**src/rtl/control_unit_pkg.sv**
```systemverilog
// Shared definitions for the hardwired control unit: step encodings, opcode constants,
// the control-word layout and the instruction-class decoder.
package control_unit_pkg;

  localparam int OPW = 5;

  typedef enum logic [3:0] {
    S_T0, S_T1, S_T2, S_T3, S_T4, S_T5, S_T6, S_T7, S_HALT
  } state_t;

  localparam logic [OPW-1:0] OP_LD   = 5'b00000;
  localparam logic [OPW-1:0] OP_LDI  = 5'b00001;
  localparam logic [OPW-1:0] OP_ST   = 5'b00010;
  localparam logic [OPW-1:0] OP_ADD  = 5'b00011;
  localparam logic [OPW-1:0] OP_SUB  = 5'b00100;
  localparam logic [OPW-1:0] OP_AND  = 5'b00101;
  localparam logic [OPW-1:0] OP_OR   = 5'b00110;
  localparam logic [OPW-1:0] OP_SHR  = 5'b00111;
  localparam logic [OPW-1:0] OP_SHRA = 5'b01000;
  localparam logic [OPW-1:0] OP_SHL  = 5'b01001;
  localparam logic [OPW-1:0] OP_ROR  = 5'b01010;
  localparam logic [OPW-1:0] OP_ROL  = 5'b01011;
  localparam logic [OPW-1:0] OP_ADDI = 5'b01100;
  localparam logic [OPW-1:0] OP_ANDI = 5'b01101;
  localparam logic [OPW-1:0] OP_ORI  = 5'b01110;
  localparam logic [OPW-1:0] OP_MUL  = 5'b01111;
  localparam logic [OPW-1:0] OP_DIV  = 5'b10000;
  localparam logic [OPW-1:0] OP_NEG  = 5'b10001;
  localparam logic [OPW-1:0] OP_NOT  = 5'b10010;
  localparam logic [OPW-1:0] OP_NOP  = 5'b11010;
  localparam logic [OPW-1:0] OP_HALT = 5'b11011;

  typedef enum logic [3:0] {
    C_ALU, C_IMM, C_MULDIV, C_UNARY, C_LD, C_LDI, C_ST, C_NOP, C_HALT
  } iclass_t;

  typedef struct packed {
    logic pcout, zhighout, zlowout, mdrout, hiout, loout, cout;
    logic marin, zin, pcin, mdrin, irin, yin, hiin, loin;
    logic incpc, read, write, gra, grb, grc, rin, rout, baout;
    logic [OPW-1:0] opcode;
  } ctrl_t;

  // Unlisted opcodes fall into C_NOP so they simply refetch.
  function automatic iclass_t decode_class(input logic [OPW-1:0] op);
    if (op inside {[OP_ADD:OP_ROL]}) return C_ALU;
    case (op)
      OP_LD:                   return C_LD;
      OP_LDI:                  return C_LDI;
      OP_ST:                   return C_ST;
      OP_ADDI, OP_ANDI, OP_ORI: return C_IMM;
      OP_MUL, OP_DIV:          return C_MULDIV;
      OP_NEG, OP_NOT:          return C_UNARY;
      OP_HALT:                 return C_HALT;
      default:                 return C_NOP;
    endcase
  endfunction

  function automatic logic [OPW-1:0] imm_alu_op(input logic [OPW-1:0] op);
    case (op)
      OP_ANDI: return OP_AND;
      OP_ORI:  return OP_OR;
      default: return OP_ADD;
    endcase
  endfunction

endpackage

```
**src/rtl/control_unit_if.sv**
```systemverilog
// Control-unit to datapath link: instruction register in, per-step strobes and ALU opcode out.
interface control_unit_if;
  logic [31:0] IR;
  logic PCout, Zhighout, Zlowout, MDRout, HIout, LOout, Cout;
  logic MARin, Zin, PCin, MDRin, IRin, Yin, HIin, LOin;
  logic IncPC, Read, Write;
  logic Gra, Grb, Grc, Rin, Rout, BAout;
  logic [control_unit_pkg::OPW-1:0] opcode;
  logic Run;

  modport master (
    input  IR,
    output PCout, Zhighout, Zlowout, MDRout, HIout, LOout, Cout,
    output MARin, Zin, PCin, MDRin, IRin, Yin, HIin, LOin,
    output IncPC, Read, Write, Gra, Grb, Grc, Rin, Rout, BAout, opcode, Run
  );

  modport slave (
    output IR,
    input  PCout, Zhighout, Zlowout, MDRout, HIout, LOout, Cout,
    input  MARin, Zin, PCin, MDRin, IRin, Yin, HIin, LOin,
    input  IncPC, Read, Write, Gra, Grb, Grc, Rin, Rout, BAout, opcode, Run
  );
endinterface

```
**src/rtl/control_unit.sv**
```systemverilog
// Hardwired control FSM: fetch T0-T2, then execute steps chosen by IR[31:27].
// Strobes are a Moore decode of the step register, forced low while clear is high.
module control_unit
  import control_unit_pkg::*;
(
  input  logic           Clock,
  input  logic           clear,
  control_unit_if.master cu
);

  state_t          r_state;
  iclass_t         w_class;
  ctrl_t           w_ctrl;
  logic [OPW-1:0]  w_op;
  logic            w_unused_ir;

  assign w_op        = cu.IR[31:27];
  assign w_class     = decode_class(w_op);
  assign w_unused_ir = ^cu.IR[26:0];

  // NOTE: sequential state uses non-blocking assignments so every register samples pre-edge values.
  always_ff @(posedge Clock) begin
    if (clear) begin
      r_state <= S_T0;
    end else begin
      case (r_state)
        S_T0: r_state <= S_T1;
        S_T1: r_state <= S_T2;
        S_T2: begin
          case (w_class)
            C_HALT:  r_state <= S_HALT;
            C_NOP:   r_state <= S_T0;
            default: r_state <= S_T3;
          endcase
        end
        S_T3: r_state <= S_T4;
        S_T4: r_state <= (w_class == C_UNARY) ? S_T0 : S_T5;
        S_T5: r_state <= (w_class inside {C_ALU, C_IMM, C_LDI}) ? S_T0 : S_T6;
        S_T6: r_state <= (w_class == C_MULDIV) ? S_T0 : S_T7;
        S_T7: r_state <= S_T0;
        S_HALT: r_state <= S_HALT;
        default: r_state <= S_T0;
      endcase
    end
  end

  always_comb begin
    // NOTE: zeroing the whole control word first keeps every path assigned, so no latches appear.
    w_ctrl = '0;
    case (r_state)
      S_T0: begin
        w_ctrl.pcout = 1'b1; w_ctrl.marin = 1'b1; w_ctrl.incpc = 1'b1; w_ctrl.zin = 1'b1;
      end
      S_T1: begin
        w_ctrl.zlowout = 1'b1; w_ctrl.pcin = 1'b1; w_ctrl.read = 1'b1; w_ctrl.mdrin = 1'b1;
      end
      S_T2: begin
        w_ctrl.mdrout = 1'b1; w_ctrl.irin = 1'b1;
      end
      S_T3: begin
        case (w_class)
          C_ALU, C_IMM: begin w_ctrl.grb = 1'b1; w_ctrl.rout = 1'b1; w_ctrl.yin = 1'b1; end
          C_MULDIV:     begin w_ctrl.gra = 1'b1; w_ctrl.rout = 1'b1; w_ctrl.yin = 1'b1; end
          C_UNARY: begin
            w_ctrl.grb = 1'b1; w_ctrl.rout = 1'b1; w_ctrl.zin = 1'b1; w_ctrl.opcode = w_op;
          end
          C_LD, C_LDI, C_ST: begin w_ctrl.grb = 1'b1; w_ctrl.baout = 1'b1; w_ctrl.yin = 1'b1; end
          default: ;
        endcase
      end
      S_T4: begin
        case (w_class)
          C_ALU: begin
            w_ctrl.grc = 1'b1; w_ctrl.rout = 1'b1; w_ctrl.zin = 1'b1; w_ctrl.opcode = w_op;
          end
          C_MULDIV: begin
            w_ctrl.grb = 1'b1; w_ctrl.rout = 1'b1; w_ctrl.zin = 1'b1; w_ctrl.opcode = w_op;
          end
          C_IMM: begin w_ctrl.cout = 1'b1; w_ctrl.zin = 1'b1; w_ctrl.opcode = imm_alu_op(w_op); end
          C_UNARY: begin w_ctrl.zlowout = 1'b1; w_ctrl.gra = 1'b1; w_ctrl.rin = 1'b1; end
          C_LD, C_LDI, C_ST: begin w_ctrl.cout = 1'b1; w_ctrl.zin = 1'b1; w_ctrl.opcode = OP_ADD; end
          default: ;
        endcase
      end
      S_T5: begin
        w_ctrl.zlowout = 1'b1;
        case (w_class)
          C_ALU, C_IMM, C_LDI: begin w_ctrl.gra = 1'b1; w_ctrl.rin = 1'b1; end
          C_MULDIV:            w_ctrl.loin = 1'b1;
          C_LD, C_ST:          w_ctrl.marin = 1'b1;
          default:             w_ctrl.zlowout = 1'b0;
        endcase
      end
      S_T6: begin
        case (w_class)
          C_MULDIV: begin w_ctrl.zhighout = 1'b1; w_ctrl.hiin = 1'b1; end
          C_LD:     begin w_ctrl.read = 1'b1; w_ctrl.mdrin = 1'b1; end
          C_ST:     begin w_ctrl.gra = 1'b1; w_ctrl.rout = 1'b1; w_ctrl.mdrin = 1'b1; end
          default: ;
        endcase
      end
      S_T7: begin
        case (w_class)
          C_LD:    begin w_ctrl.mdrout = 1'b1; w_ctrl.gra = 1'b1; w_ctrl.rin = 1'b1; end
          C_ST:    w_ctrl.write = 1'b1;
          default: ;
        endcase
      end
      default: ;
    endcase
    if (clear) w_ctrl = '0;
  end

  assign cu.PCout    = w_ctrl.pcout;
  assign cu.Zhighout = w_ctrl.zhighout;
  assign cu.Zlowout  = w_ctrl.zlowout;
  assign cu.MDRout   = w_ctrl.mdrout;
  assign cu.HIout    = w_ctrl.hiout;
  assign cu.LOout    = w_ctrl.loout;
  assign cu.Cout     = w_ctrl.cout;
  assign cu.MARin    = w_ctrl.marin;
  assign cu.Zin      = w_ctrl.zin;
  assign cu.PCin     = w_ctrl.pcin;
  assign cu.MDRin    = w_ctrl.mdrin;
  assign cu.IRin     = w_ctrl.irin;
  assign cu.Yin      = w_ctrl.yin;
  assign cu.HIin     = w_ctrl.hiin;
  assign cu.LOin     = w_ctrl.loin;
  assign cu.IncPC    = w_ctrl.incpc;
  assign cu.Read     = w_ctrl.read;
  assign cu.Write    = w_ctrl.write;
  assign cu.Gra      = w_ctrl.gra;
  assign cu.Grb      = w_ctrl.grb;
  assign cu.Grc      = w_ctrl.grc;
  assign cu.Rin      = w_ctrl.rin;
  assign cu.Rout     = w_ctrl.rout;
  assign cu.BAout    = w_ctrl.baout;
  assign cu.opcode   = w_ctrl.opcode;
  assign cu.Run      = (r_state != S_HALT);

endmodule

```
**src/flat_wrapper.sv**
```systemverilog
// flat-port wrapper written by rule: the top's interface ports become plain ports
module control_unit_flat import control_unit_pkg::*;
  (Clock, clear, cu_IR, cu_PCout, cu_Zhighout, cu_Zlowout, cu_MDRout, cu_HIout, cu_LOout, cu_Cout, cu_MARin, cu_Zin, cu_PCin, cu_MDRin, cu_IRin, cu_Yin, cu_HIin, cu_LOin, cu_IncPC, cu_Read, cu_Write, cu_Gra, cu_Grb, cu_Grc, cu_Rin, cu_Rout, cu_BAout, cu_opcode, cu_Run);
  control_unit_if cu_i ();
  input  logic Clock;
  input  logic clear;
  input wire logic [$bits(cu_i.IR)-1:0] cu_IR;
  output wire logic [$bits(cu_i.PCout)-1:0] cu_PCout;
  output wire logic [$bits(cu_i.Zhighout)-1:0] cu_Zhighout;
  output wire logic [$bits(cu_i.Zlowout)-1:0] cu_Zlowout;
  output wire logic [$bits(cu_i.MDRout)-1:0] cu_MDRout;
  output wire logic [$bits(cu_i.HIout)-1:0] cu_HIout;
  output wire logic [$bits(cu_i.LOout)-1:0] cu_LOout;
  output wire logic [$bits(cu_i.Cout)-1:0] cu_Cout;
  output wire logic [$bits(cu_i.MARin)-1:0] cu_MARin;
  output wire logic [$bits(cu_i.Zin)-1:0] cu_Zin;
  output wire logic [$bits(cu_i.PCin)-1:0] cu_PCin;
  output wire logic [$bits(cu_i.MDRin)-1:0] cu_MDRin;
  output wire logic [$bits(cu_i.IRin)-1:0] cu_IRin;
  output wire logic [$bits(cu_i.Yin)-1:0] cu_Yin;
  output wire logic [$bits(cu_i.HIin)-1:0] cu_HIin;
  output wire logic [$bits(cu_i.LOin)-1:0] cu_LOin;
  output wire logic [$bits(cu_i.IncPC)-1:0] cu_IncPC;
  output wire logic [$bits(cu_i.Read)-1:0] cu_Read;
  output wire logic [$bits(cu_i.Write)-1:0] cu_Write;
  output wire logic [$bits(cu_i.Gra)-1:0] cu_Gra;
  output wire logic [$bits(cu_i.Grb)-1:0] cu_Grb;
  output wire logic [$bits(cu_i.Grc)-1:0] cu_Grc;
  output wire logic [$bits(cu_i.Rin)-1:0] cu_Rin;
  output wire logic [$bits(cu_i.Rout)-1:0] cu_Rout;
  output wire logic [$bits(cu_i.BAout)-1:0] cu_BAout;
  output wire logic [$bits(cu_i.opcode)-1:0] cu_opcode;
  output wire logic [$bits(cu_i.Run)-1:0] cu_Run;
  assign cu_i.IR = cu_IR;
  assign cu_PCout = cu_i.PCout;
  assign cu_Zhighout = cu_i.Zhighout;
  assign cu_Zlowout = cu_i.Zlowout;
  assign cu_MDRout = cu_i.MDRout;
  assign cu_HIout = cu_i.HIout;
  assign cu_LOout = cu_i.LOout;
  assign cu_Cout = cu_i.Cout;
  assign cu_MARin = cu_i.MARin;
  assign cu_Zin = cu_i.Zin;
  assign cu_PCin = cu_i.PCin;
  assign cu_MDRin = cu_i.MDRin;
  assign cu_IRin = cu_i.IRin;
  assign cu_Yin = cu_i.Yin;
  assign cu_HIin = cu_i.HIin;
  assign cu_LOin = cu_i.LOin;
  assign cu_IncPC = cu_i.IncPC;
  assign cu_Read = cu_i.Read;
  assign cu_Write = cu_i.Write;
  assign cu_Gra = cu_i.Gra;
  assign cu_Grb = cu_i.Grb;
  assign cu_Grc = cu_i.Grc;
  assign cu_Rin = cu_i.Rin;
  assign cu_Rout = cu_i.Rout;
  assign cu_BAout = cu_i.BAout;
  assign cu_opcode = cu_i.opcode;
  assign cu_Run = cu_i.Run;
  control_unit u_core (.Clock(Clock), .clear(clear), .cu(cu_i));
endmodule
```
**config.mk**
```make
export PLATFORM = sky130hd
export DESIGN_NAME = control_unit_flat
export DESIGN_NICKNAME = d
export VERILOG_FILES = /design/src/rtl/control_unit_pkg.sv /design/src/rtl/control_unit_if.sv /design/src/rtl/control_unit.sv /design/src/flat_wrapper.sv
export SDC_FILE = /design/constraint.sdc
export NUM_CORES = 1
export LEC_CHECK = 0
export ABC_AREA = 1
export CORE_MARGIN = 2
export CORE_UTILIZATION = 34
export CTS_BUF_LIST = sky130_fd_sc_hd__clkbuf_4
export DETAILED_ROUTE_END_ITERATION = 10
export GPL_ROUTABILITY_DRIVEN = 0
export PLACE_DENSITY = 0.81
export SYNTH_ARGS = -nofsm -noshare
export SYNTH_HDL_FRONTEND = slang
export SYNTH_SLANG_ARGS = --single-unit
```
**constraint.sdc**
```tcl
create_clock -name Clock -period 1.66 [get_ports Clock]
set_input_delay 0.332 -clock Clock [delete_from_list [all_inputs] [get_ports Clock]]
set_output_delay 0.332 -clock Clock [all_outputs]
set_load 0.05 [all_outputs]
```
==> results of run 1 <==
cell families after synthesis:
| kind of cell | synth area share, % |
|---|---|
| flip-flops | 8.05 |
| AND/OR/NAND/NOR | 57.7 |
| AO/OA/AOI/OAI | 14.8 |
| buffers and inverters | 19.0 |
| other | 0.377 |
synth_stat cells, drive strengths merged (2+ instances only):
library cell and n:
a21oi 12, a31oi 2, buf 7, dfxtp 4, inv 33, nand2 49
nand3 23, nor2 35, nor3 5, o21ai 4
metrics by stage:
step / cells / setup TNS (ns)
detailed placement: 292 / -21.95
global placement: 292 / -19.21
floorplan: 184 / -4.01
==> flow_summary.yaml, run 1 <==
synthesis:
  synthCells: 183
  synth_warnings: 0
  syn_area_per_cell_um2: 5.44
  synthArstFlopShare_pct: 0
  synth.distinct_cells: 30
  yosysTopAreaCell: "nand2_1"
  ys_seq_area_share_pct: 8.05
  yosysTopAreaCellShare_pct: 13.6
  mappedNetlistArea_um2: 995
  synth-seq-cells: 4
  netlist_top_cells_area: "nand2_1 14%, inv_1 11%, nor2_1 11%"
  synth_edf_count: 0
  synth-main-ff-cell: "dfxtp_1"
clock_tree:
  clock_path_buffers: 2
  cts_sinks: 4
  cts_hold_buffers: 0
  htree_levels: 1
  clockRootBuffer: "clkbuf_4"
  cts_resized: 116
  cts_buffers: 3
  postCtsSetupRepairBufs: 27
die:
  num_rows: 19
  pin_count: 64
  die_y_um: 58.1
  start_util_pct: 36.1
  die_x_um: 58.1
outcome:
  firstError: "[ERROR DPL-0038] Utilization greater than 100%, impossible to legalize"
  stop_stage: "clock tree synthesis"
  status: "did not finish"
placed_design:
  dpl.hpwl_um: 3470
  place_area_um2: 2290
  io_buffer_count: 34
  dp_slack_ns: -1.03
==> run 2, diff against run 1 <==
--- a/config.mk
+++ b/config.mk
@@ -6,12 +6,11 @@
 export NUM_CORES = 1
 export LEC_CHECK = 0
 export ABC_AREA = 1
-export CORE_MARGIN = 2
-export CORE_UTILIZATION = 34
-export CTS_BUF_LIST = sky130_fd_sc_hd__clkbuf_4
+export CORE_AREA = 2 2 63 65
 export DETAILED_ROUTE_END_ITERATION = 10
+export DIE_AREA = 0 0 65 67
 export GPL_ROUTABILITY_DRIVEN = 0
-export PLACE_DENSITY = 0.81
+export PLACE_DENSITY_LB_ADDON = 0.15
 export SYNTH_ARGS = -nofsm -noshare
 export SYNTH_HDL_FRONTEND = slang
 export SYNTH_SLANG_ARGS = --single-unit
==> constraint.sdc (replaced) <==
create_clock -name Clock -period 2.2 [get_ports Clock]
set_input_delay 0.44 -clock Clock [delete_from_list [all_inputs] [get_ports Clock]]
set_output_delay 0.44 -clock Clock [all_outputs]
set_load 0.05 [all_outputs]
==> run 2 against run 1 <==
Against the previous run: the flow now finishes, with violations (setup timing); area after synthesis unchanged; synthesized cell count unchanged.
==> flow_summary.yaml, run 2 <==
grt:
  antenna_found_initial: 0
  grt_pass1_vias: 1437
  track_usage_pct: 18.3
  grt_pass1_wl_um: 6360
  grt_max_degree: 7
  overflow: 0
timing:
  clock_skew_ns: 0.00251
  max_clock_freq_mhz: 427
  rsz0062_at_grt: "yes"
  hold_viol_final: 0
  holdWs_ns: 0.567
  setup_tns_ns: -1.59
  min_period_ns: 2.34
  period_share_pct: 107
  setup_slack_ns: -0.144
  drv_slew: 0
  setup_viol_count_final: 18
power:
  p_per_area_nw_per_um2: 442
  leakage_nw: 1.09
  p_switching_mw: 0.515
  p_clk_share_pct: 14.0
  pwr-share-seq_pct: 9.6
  intPower_mw: 0.551
  switching_share_pct: 48.4
  p_comb_share_pct: 76.5
  power.total_mw: 1.07
  ir_drop_mv: 0.439
cells_and_area:
  post-route-util_pct: 66.9
  syn_to_final_growth_pct: 143
  layout_common_cells: "51 x buf_4, 31 x nand2_1, 25 x inv_1, 25 x buf_12, 19 x nor2_1"
  antennaDiodeCount: 0
  layout-drive-gt1-share_pct: 62.2
  finalInstanceArea_um2: 2410
  stdcell_count: 315
  regMostFlops: "u_core.r_state"
  largest_reg_flops: 4
  fin_nets: 303
  largestRegisters: "u_core.r_state (4)"
  layout_commonest_cell: "buf_4"
clock_tree:
  clk-insertion-delay-late_ns: 0.21
  clk_pin_slew_ns: 0.03
  cts_hold_buffers: 0
  cts_buffers: 3
  cts_tree: "yes"
  clockRootBuffer: "clkbuf_8"
  cts_sinks: 4
  htree_levels: 1
  clock_path_buffers: 2
critical_path:
  critPathMostFrequentCell: "nand2_2"
  slowest_stage: "a21oi_4"
  critPathMaxFanout: 6
  critPathBufInv: 3
  critPathLaunchType: "input pin"
  cp_cell_sequence: "buf_8, nor2_4, nand2_4, nand2_2, nand2_2, a21oi_4, buf_6, nand3_2, nand3_2, nand2_2, a21oi_4, buf_12"
  r2r_start: "u_core.r_state[1]"
  worst-endpoint-arrival_ns: 1.90
  setup.worst_path.class: "in -> out"
  max_stage_delay_ns: 0.26
  cp_data_required_time_ns: 1.76
  crit_path_end_kind: "primary output"
  startpoint: "cu_IR[29]"
  path_delay_family: "simple AND/OR/NAND/NOR gates"
placed_design:
  place_area_um2: 2060
  dp_slack_ns: -0.613
  io_buffer_count: 34
  place_inst: 302
  dpl.hpwl_um: 3040
detailed_routing:
  wl_um: 3990
  drc: 0
  avgViaCountPerCell: 4.66
  avgRoutedWirePerCell_um: 12.7
  initialDrtViolationCount: 53
  num_vias: 1468
  drt_first_pass_iters: 4
  ant_nets: 0
synthesis:
  synth.distinct_cells: 30
  yosysTopAreaCell: "nand2_1"
  mappedNetlistArea_um2: 995
  synth-seq-cells: 4
  yosysMostFrequentCell: "nand2_1"
  synth_edf_count: 0
  syn_area_per_cell_um2: 5.44
  yosysTopAreaCellShare_pct: 13.6
  synthTopCellsByCount: "36 x nand2_1, 29 x inv_1, 29 x nor2_1"
  synth_warnings: 0
  netlist_top_cells_area: "nand2_1 14%, inv_1 11%, nor2_1 11%"
  synthArstFlopShare_pct: 0
  synthCells: 183
  synth-main-ff-cell: "dfxtp_1"
  ys_seq_area_share_pct: 8.05
die:
  num_rows: 22
  die_x_um: 65
  start_util_pct: 27.6
  core_area_um2: 3610
  pin_count: 64
  die-area_um2: 4360
  die_y_um: 67
job:
  cap_violations: 0
min_path:
  hp-class: "reg -> reg"
  min_from: "u_core.r_state[3]"
outcome:
  violations: "setup timing"
  status: "complete, but fails checks"
## run 2: path summary, 6_finish.rpt
path                                     endpoint  slack, ns  depth (start not counted)
worst min-delay path            u_core.r_state[3]       0.57                          2
worst max register to register  u_core.r_state[0]       0.81                         10
worst max-delay path                 cu_opcode[0]      -0.14                         12
worst min register to register  u_core.r_state[3]       0.57                          2
## run 2: layer usage
layer,GRT usage [%],share of wire [%]
met1,24.0,43
met4,0,0
met5,0,0
met3,3.04,4.1
met2,33.2,53
## run 2: area by class of cell
type | instances | area, µm²
flip-flops and latches | 4 | 81.3
repair buffers | 87 | 1010
inverters | 34 | 135
multi-input cells | 139 | 1090
clock buffers | 3 | 41.3
well taps | 48 | 60.1
fillers | 284 | 1190
## run 2: power groups by stage
stage          Combinational [mW]  Clock (mW)  Sequential (mW)
3_3_place_gp                0.712           0           0.0993
3_5_place_dp                0.711           0           0.0997
6_report                    0.815       0.149            0.102
4_1_cts                     0.767       0.155            0.101
2_1_floorplan               0.414           0           0.0965
5_1_grt                     0.864       0.159            0.104
## run 2: kinds of logic (layout without fill, tap and decap cells)
| kind of cell | Yosys count | in the layout | share of synthesized area [%] |
|---|---|---|---|
| flops | 4 | 4 | 8.05 |
| other cells | 1 | 2 | 0.377 |
| buf+inv | 41 | 124 | 19.0 |
| compound gates | 23 | 23 | 14.8 |
| simple gates | 114 | 114 | 57.7 |
## run 2: tightest hold or removal path: cells and delay by family (launching register included)
| family | cells | cell delay [ns] |
|---|---|---|
| AO/OA/AOI/OAI | 1 | 0.08 |
| flip-flops | 1 | 0.32 |
| AND/OR/NAND/NOR | 1 | 0.12 |
## run 2: timing repair
item,CTS,global route
buffers inserted,9,2
resized for setup,56,27
endpoints found under the setup margin,23,23
pin swaps,24,16
No activity file was read; power rests on OpenSTA's default activity.
